--- src/rtl/hash_chain_accum.sv ---
// Feed-forward / chaining stage for SHA-2 cores: adds each compressed block's
// working variables into the chaining value LANES words per cycle, then presents the digest.
module hash_chain_accum #(
    parameter int WORD_W    = 32,
    parameter int NUM_WORDS = 8,
    parameter int LANES     = 2,
    parameter logic [WORD_W*NUM_WORDS-1:0] IV = {
        32'h6a09e667, 32'hbb67ae85, 32'h3c6ef372, 32'ha54ff53a,
        32'h510e527f, 32'h9b05688c, 32'h1f83d9ab, 32'h5be0cd19
    }
) (
    input  logic                        clock,
    input  logic                        reset,
    input  logic                        start_msg,
    input  logic                        in_valid,
    output logic                        in_ready,
    input  logic                        in_last,
    input  logic [WORD_W*NUM_WORDS-1:0] in_hash,
    output logic [WORD_W*NUM_WORDS-1:0] chain_hash,
    output logic [WORD_W*NUM_WORDS-1:0] digest,
    output logic                        digest_valid,
    input  logic                        digest_ready,
    output logic                        busy,
    output logic [1:0]                  fsm_state
);

    // Handshake: a block transfers on a rising edge where in_valid && in_ready;
    // the digest transfers on a rising edge where digest_valid && digest_ready.
    // Once raised, digest_valid and digest hold until that transfer or an abort.

    localparam int HW = WORD_W * NUM_WORDS;
    localparam int N  = NUM_WORDS / LANES;
    localparam int CW = (N > 1) ? $clog2(N) : 1;

    typedef enum logic [1:0] {
        IDLE = 2'd0,
        ADD  = 2'd1,
        HOLD = 2'd2
    } state_t;

    state_t          state;
    state_t          next_state;
    logic [HW-1:0]   chain;
    logic [HW-1:0]   chain_sum;
    logic [HW-1:0]   operand;
    logic [HW-1:0]   iv_chain;
    logic            last_q;
    logic [CW-1:0]   cnt;
    logic            cnt_last;

    // Chain is LSW-first (H0 in word 0); IV and digest carry H0 at the MSBs.
    function automatic logic [HW-1:0] word_swap(input logic [HW-1:0] x);
        logic [HW-1:0] r;
        r = '0;
        for (int k = 0; k < NUM_WORDS; k++) begin
            r[k*WORD_W +: WORD_W] = x[(NUM_WORDS-1-k)*WORD_W +: WORD_W];
        end
        return r;
    endfunction

    assign iv_chain   = word_swap(IV);
    assign cnt_last   = (int'(cnt) == N - 1);
    assign in_ready   = (state == IDLE) && !start_msg;
    assign chain_hash = chain;
    assign fsm_state  = state;

    // Only the lane group selected by cnt is updated; carries out of each word are dropped.
    always_comb begin
        chain_sum = chain;
        for (int i = 0; i < NUM_WORDS; i++) begin
            if (i / LANES == int'(cnt)) begin
                chain_sum[i*WORD_W +: WORD_W] = chain[i*WORD_W +: WORD_W]
                                              + operand[i*WORD_W +: WORD_W];
            end
        end
    end

    always_comb begin
        next_state = state;
        case (state)
            IDLE: begin
                if (!start_msg && in_valid) next_state = ADD;
            end
            ADD: begin
                if (start_msg)     next_state = IDLE;
                else if (cnt_last) next_state = last_q ? HOLD : IDLE;
            end
            HOLD: begin
                if (start_msg)                         next_state = IDLE;
                else if (digest_valid && digest_ready) next_state = IDLE;
            end
            default: next_state = IDLE;
        endcase
    end

    always_ff @(posedge clock or posedge reset) begin
        if (reset) begin
            state <= IDLE;
            busy  <= 1'b0;
        end else begin
            state <= next_state;
            busy  <= (next_state != IDLE);
        end
    end

    always_ff @(posedge clock or posedge reset) begin
        if (reset) begin
            chain        <= iv_chain;
            operand      <= '0;
            last_q       <= 1'b0;
            cnt          <= '0;
            digest       <= '0;
            digest_valid <= 1'b0;
        end else if (start_msg) begin
            // Abort or fresh message: partial sums are discarded with the reload.
            chain        <= iv_chain;
            cnt          <= '0;
            digest_valid <= 1'b0;
        end else begin
            case (state)
                IDLE: begin
                    if (in_valid) begin
                        operand <= in_hash;
                        last_q  <= in_last;
                        cnt     <= '0;
                    end
                end
                ADD: begin
                    chain <= chain_sum;
                    if (cnt_last) begin
                        cnt <= '0;
                        if (last_q) begin
                            digest       <= word_swap(chain_sum);
                            digest_valid <= 1'b1;
                        end
                    end else begin
                        cnt <= cnt + CW'(1);
                    end
                end
                HOLD: begin
                    if (digest_ready) begin
                        digest_valid <= 1'b0;
                        chain        <= iv_chain;
                    end
                end
                default: ;
            endcase
        end
    end

endmodule

--- config.mk ---
export PLATFORM = sky130hd
export DESIGN_NAME = hash_chain_accum
export DESIGN_NICKNAME = d
export VERILOG_FILES = /design/src/rtl/hash_chain_accum.sv
export SDC_FILE = /design/constraint.sdc
export NUM_CORES = 2
export LEC_CHECK = 0
export BUFFER_PORTS_ARGS = -buffer_cell sky130_fd_sc_hd__buf_2
export CORE_ASPECT_RATIO = 1.4
export CORE_MARGIN = 2
export CORE_UTILIZATION = 40
export DETAILED_ROUTE_END_ITERATION = 12
export HOLD_SLACK_MARGIN = 0.05
export RECOVER_POWER = 50
export SLEW_MARGIN = 20
export SYNTH_ARGS = -nofsm -noshare
export SYNTH_HDL_FRONTEND = slang
export SYNTH_SLANG_ARGS = --single-unit
--- constraint.sdc ---
create_clock -name clock -period 83 [get_ports clock]
set_clock_uncertainty 0.1 [all_clocks]
set_input_delay 16.6 -clock clock [delete_from_list [all_inputs] [get_ports clock]]
set_output_delay 16.6 -clock clock [all_outputs]
set_load 0.03 [all_outputs]
## Yosys cells after proc, flatten, opt, wreduce, memory -nomap -nowiden

Cells that the tools add are included.
W data, S select, Z words.

| operators by class | value |
|---|---|
| $add $sub $neg | 9 |
| multipliers | 0 |
| divide/modulo/power cells | 0 |
| magnitude comparators | 0 |
| eq/ne operators | 10 |
| shift-type cells | 0 |
| mux-type cells | 27 |
| bitwise operators | 1 |
| reductions and logical operators | 14 |

Operators by type and width:

| cell | count |
|---|---|
| $mux W256 | 2 |
| $pmux W256 S2 | 1 |
| $add A32 B32 Y32 | 8 |
| $mux W32 | 8 |
| $mux W2 | 9 |
| $ne A3 B3 Y1 const B | 4 |
| $reduce_and A4 Y1 | 2 |
| $pmux W2 S3 | 1 |
| $reduce_bool A3 Y1 | 2 |
| $eq A2 B1 Y1 const B | 2 |
| $eq A2 B2 Y1 const A | 2 |
| $logic_not A2 Y1 | 2 |
| $mux W1 | 4 |
| $pmux W2 S2 | 1 |
| $reduce_and A2 Y1 | 2 |
| $logic_and A1 B1 Y1 | 3 |
| $reduce_and A3 Y1 | 1 |
| $add A2 B1 Y2 const B | 1 |
| $eq A1 B2 Y1 const A | 1 |
| $eq A2 B2 Y1 const B | 1 |
| $pmux W1 S2 | 1 |
| $reduce_bool A2 Y1 | 1 |
| $logic_not A1 Y1 | 1 |
| $not A1 Y1 | 1 |

| storage, ports and cells | value |
|---|---|
| register bits | 775 |
| latch bits | 0 |
| memory bits (writable) | 0 |
| bits in read-only memories | 0 |
| bits of input ports | 262 |
| memories kept | 0 |

## Depth between registers and ports, before layout

| depth | value |
|---|---|
| depth after elaboration | 5 |
| gate-level depth with buffers | 14 |
| gate-level depth less buffers | 14 |

## Worst setup path after synthesis

No wires, ideal clock.

| timing path | value |
|---|---|
| path kind | input port to output port |
| from | input port start_msg |
| to | output port in_ready |
| data arrival time | 17505 ps |
| data required time | 66300 ps |
| setup slack | 48795 ps |
| cell stages on the path | 2 |
| buffers on the path | 1 |
| cells stage by stage | clkbuf_1 nor3_1 |

| between the ends | value |
|---|---|
| longest elaborated chain between the ends | 2 |

Ends and longest elaborated chain:

| what | RTL line | source |
|---|---|---|
| start, declared | 14 | `input logic start_msg,` |
| $logic_not A1 Y1 | 63 | `assign in_ready = (state == IDLE) && !start_msg;` |
| $logic_and A1 B1 Y1 | 63 |  |
| end, declared | 16 | `output logic in_ready,` |

No other way between the ends.

## Worst setup path after layout

Same ends and word-level chain as after synthesis.

==> metrics.csv <==
stage;metric;value;unit
drt;vias;34367;
timing;timing.final.crit_period;34130;ps
clock_tree;clk_latency;670;ps
clock_tree;cell_at_the_root_of_the_clock_tree;sky130_fd_sc_hd__clkbuf_16;
die;floorplan.die.height;388.4;um
synthesis;synthArstFlopShare;1.000;
drt;drt_first_iter_violations;1650;
synthesis;yosys_warnings;0;
clock_tree;cts_buffers;83;
timing;rsz0062_at_grt;no;
timing;setup_tns;0;ps
worst_setup_path;path_max_fanout;8;
drt;wl;140900;um
worst_hold_path;hp-class;flop to flop;
die;die-width;278.6;um
finish;most-common-layout-cells;sky130_fd_sc_hd__dfrtp_1, sky130_fd_sc_hd__clkbuf_1, sky130_fd_sc_hd__nand2_1;
drt;routedWlPerCell;22.63;um
timing;final_critical_path_setup_slack;48870;ps
timing;timing_hold_violations_final;0;
worst_hold_path;holdPathStages;2;
finish;layout-drive-gt1-share;0.1925;
finish;nets;5305;
worst_setup_path;arrival;17430;ps
finish;layout-area-overhead-vs-synth;17.72;%
status;run_status;complete, but fails checks;
drt;post-route-drc-count;0;
worst_setup_path;timing.critical_path.cells;clkbuf_1 -> nor3_1 -> buf_2;
die;initial_core_util;0.4015;
job;max_cap_violations;15;
placement;dpl.hpwl;103500;um
synthesis;synth_edf_count;0;
synthesis;yosys_most_used_dff;sky130_fd_sc_hd__dfrtp_1;
worst_setup_path;ff2ff_path_depth;6;
pwr;leakage;0.02220;uW
synthesis;yosys_register_bits;775;
placement;preCtsSetupSlack;48950;ps
status;violations;max-capacitance violations, max-slew violations;
pwr;pwr_density_cell;26.74;nW/um^2
timing;slew-limit-headroom;-2.004;
clock_tree;clock_path_buffers;3;
die;io_count;779;
worst_setup_path;cp_slowest_stage_delay;340;ps
timing;setup_violations;0;
worst_setup_path;cp_launch_type;input pin;
worst_setup_path;path_class;input pin to primary output;
clock_tree;cts_max_level;3;
placement;portBuffers;778;
clock_tree;tritoncts_clock_tree;done;
global_route;groute.usage.overall;0.2545;
timing;final-max-slew-violation-count;622;
synthesis;ys_types;90;
die;die-area;108200;um^2
global_route;grt_max_degree;107;
global_route;wire_length_of_the_first_global_routing_pass;210700;um
timing;maxClockFrequency;0.02930;GHz
worst_setup_path;worst_setup_path_end_kind;primary output;
timing;worstMarginPinSlew;4481;ps
finish;mostFrequentLayoutCell;sky130_fd_sc_hd__dfrtp_1;
placement;finalWeightedCongestion;0.8869;
synthesis;synth_sequential_area_ratio;0.4634;
synthesis;syn-instance-count;4080;
clock_tree;post_cts.resized_instances;0;
synthesis;netlist_area;42210;um^2
die;coreArea;105100;um^2
synthesis;synth_fp_nets;4602;
timing;share_of_the_clock_period_used_by_the_worst_path_after_layout;0.4112;
die;fp-row-count;141;
pwr;worst_vdd_ir;0.00001781;V
synthesis;post_synth.cell_area_avg;10.35;um^2
drt;drt-vias-per-instance;5.520;
clock_tree;post-cts-setup-buffer-count;0;
drt;drt_pre_antenna_iters;5;
global_route;antenna_found_initial;48;
clock_tree;cts.sinks;775;
worst_setup_path;required_time_of_the_worst_setup_path;66300;ps
worst_setup_path;crit_path_top_delay_cell;sky130_fd_sc_hd__nor3_1;
drt;ant_nets;0;
clock_tree;cts-hold-fix-buffers;0;
clock_tree;path_clk_slew;60;ps
global_route;grt_overflow;0;
global_route;first_global_vias;34479;
cell families (layout without fill, tap and decap cells):
| kind of cell | Yosys count | after routing | share of synthesized area |
|---|---|---|---|
| other | 0 | 17 | 0 |
| XOR/XNOR | 229 | 229 | 0.04769 |
| buffers and inverters | 278 | 1049 | 0.02478 |
| AND/OR/NAND/NOR | 929 | 929 | 0.09574 |
| multiplexers | 406 | 406 | 0.1041 |
| flip-flops | 775 | 775 | 0.4634 |
| adder cells (fa/ha/maj) | 260 | 260 | 0.07848 |
| AO/OA/AOI/OAI | 1203 | 1203 | 0.1857 |
synth_stat cells, drive strengths merged (7+ instances only):
master | instances | share of area
xnor2 | 157 | 0.033
a21oi | 309 | 0.037
mux2i | 144 | 0.034
o22a | 92 | 0.019
o21bai | 26 | 0.0046
and2 | 15 | 0.0022
nand4 | 44 | 0.0065
a31o | 11 | 0.0023
clkbuf | 174 | 0.016
dfstp | 136 | 0.085
o21a | 29 | 0.0052
a21o | 121 | 0.022
fa | 8 | 0.0038
nand3 | 43 | 0.0051
a22o | 94 | 0.020
buf | 29 | 0.0026
a31oi | 37 | 0.0058
o22ai | 10 | 0.0015
dfrtp | 639 | 0.38
o31ai | 15 | 0.0031
nand2b | 24 | 0.0036
nand2 | 488 | 0.043
ha | 252 | 0.075
o21ai | 340 | 0.041
a211oi | 26 | 0.0047
inv | 74 | 0.0066
xor2 | 72 | 0.015
o211ai | 19 | 0.0035
nor2b | 27 | 0.0042
and3 | 26 | 0.0039
nor3 | 21 | 0.0025
nor2 | 206 | 0.018
mux2 | 262 | 0.070
a21boi | 7 | 0.0012
a211o | 7 | 0.0015
area by class of cell:
cell class,count,area (um^2)
fill,10240,55450
multi-input combinational,3027,21700
sequential,775,19560
timing repair buffer,821,3575
clock buffer,108,2303
tap,1358,1699
clock inverter,45,526.8
inverter,75,282.8
antenna,17,42.54
sequential cells by signal (all words and copies together) (netlist names):
signal and count:
digest_valid 1, chain_hash 256, last_q 1, fsm_state 2
digest 256, busy 1, operand 256, cnt 2
where the power goes:
part | leakage [uW] | internal (uW) | switching, uW
combinational | 0.0110 | 191 | 286
clock | 0.00140 | 228 | 166
sequential | 0.00977 | 423 | 34.2
total | 0.0222 | 842 | 487
metrics by stage:
step | area, um^2 | util | instances | power [uW] | hold slack, ps
finish | 49690 | 0.4726 | 6226 | 1329 | 367.5
CTS | 50340 | 0.4787 | 6209 | 1343 | 367.3
global placement | 47510 | 0.4518 | 6056 | 936.6 | 350.6
global route | 49680 | 0.4725 | 6220 | 1406 | 397.1
detailed placement | 47510 | 0.4518 | 6056 | 941.9 | 353.1
floorplan | 42210 | - | 4080 | 815.4 | 384.9
routing by layer:
layer  GRT usage  up-vias  wire length [um]
met5           0        -               324
met4      0.1274       52              7042
met3     0.07693      311             10770
met2      0.4253      968             67270
met1      0.2957    16878             55490
li1            -    16158                 -
worst paths after layout:
path / startpoint / endpoint / slack, ps
min in group asynchronous: reset / digest[109] / 17220
max reg2reg: fsm_state[1] / digest[242] / 76470
min: digest[16] / digest[16] / 370
max: start_msg / in_ready / 48870
min reg2reg: digest[16] / digest[16] / 370
max in group asynchronous: reset / chain_hash[82] / 58400
worst max-delay path, delay by kind of cell:
family / cells / cell delay [ps]
buf+inv: 2 / 490
simple gates: 1 / 340
Note: power is estimated with default switching activity, not from simulation.
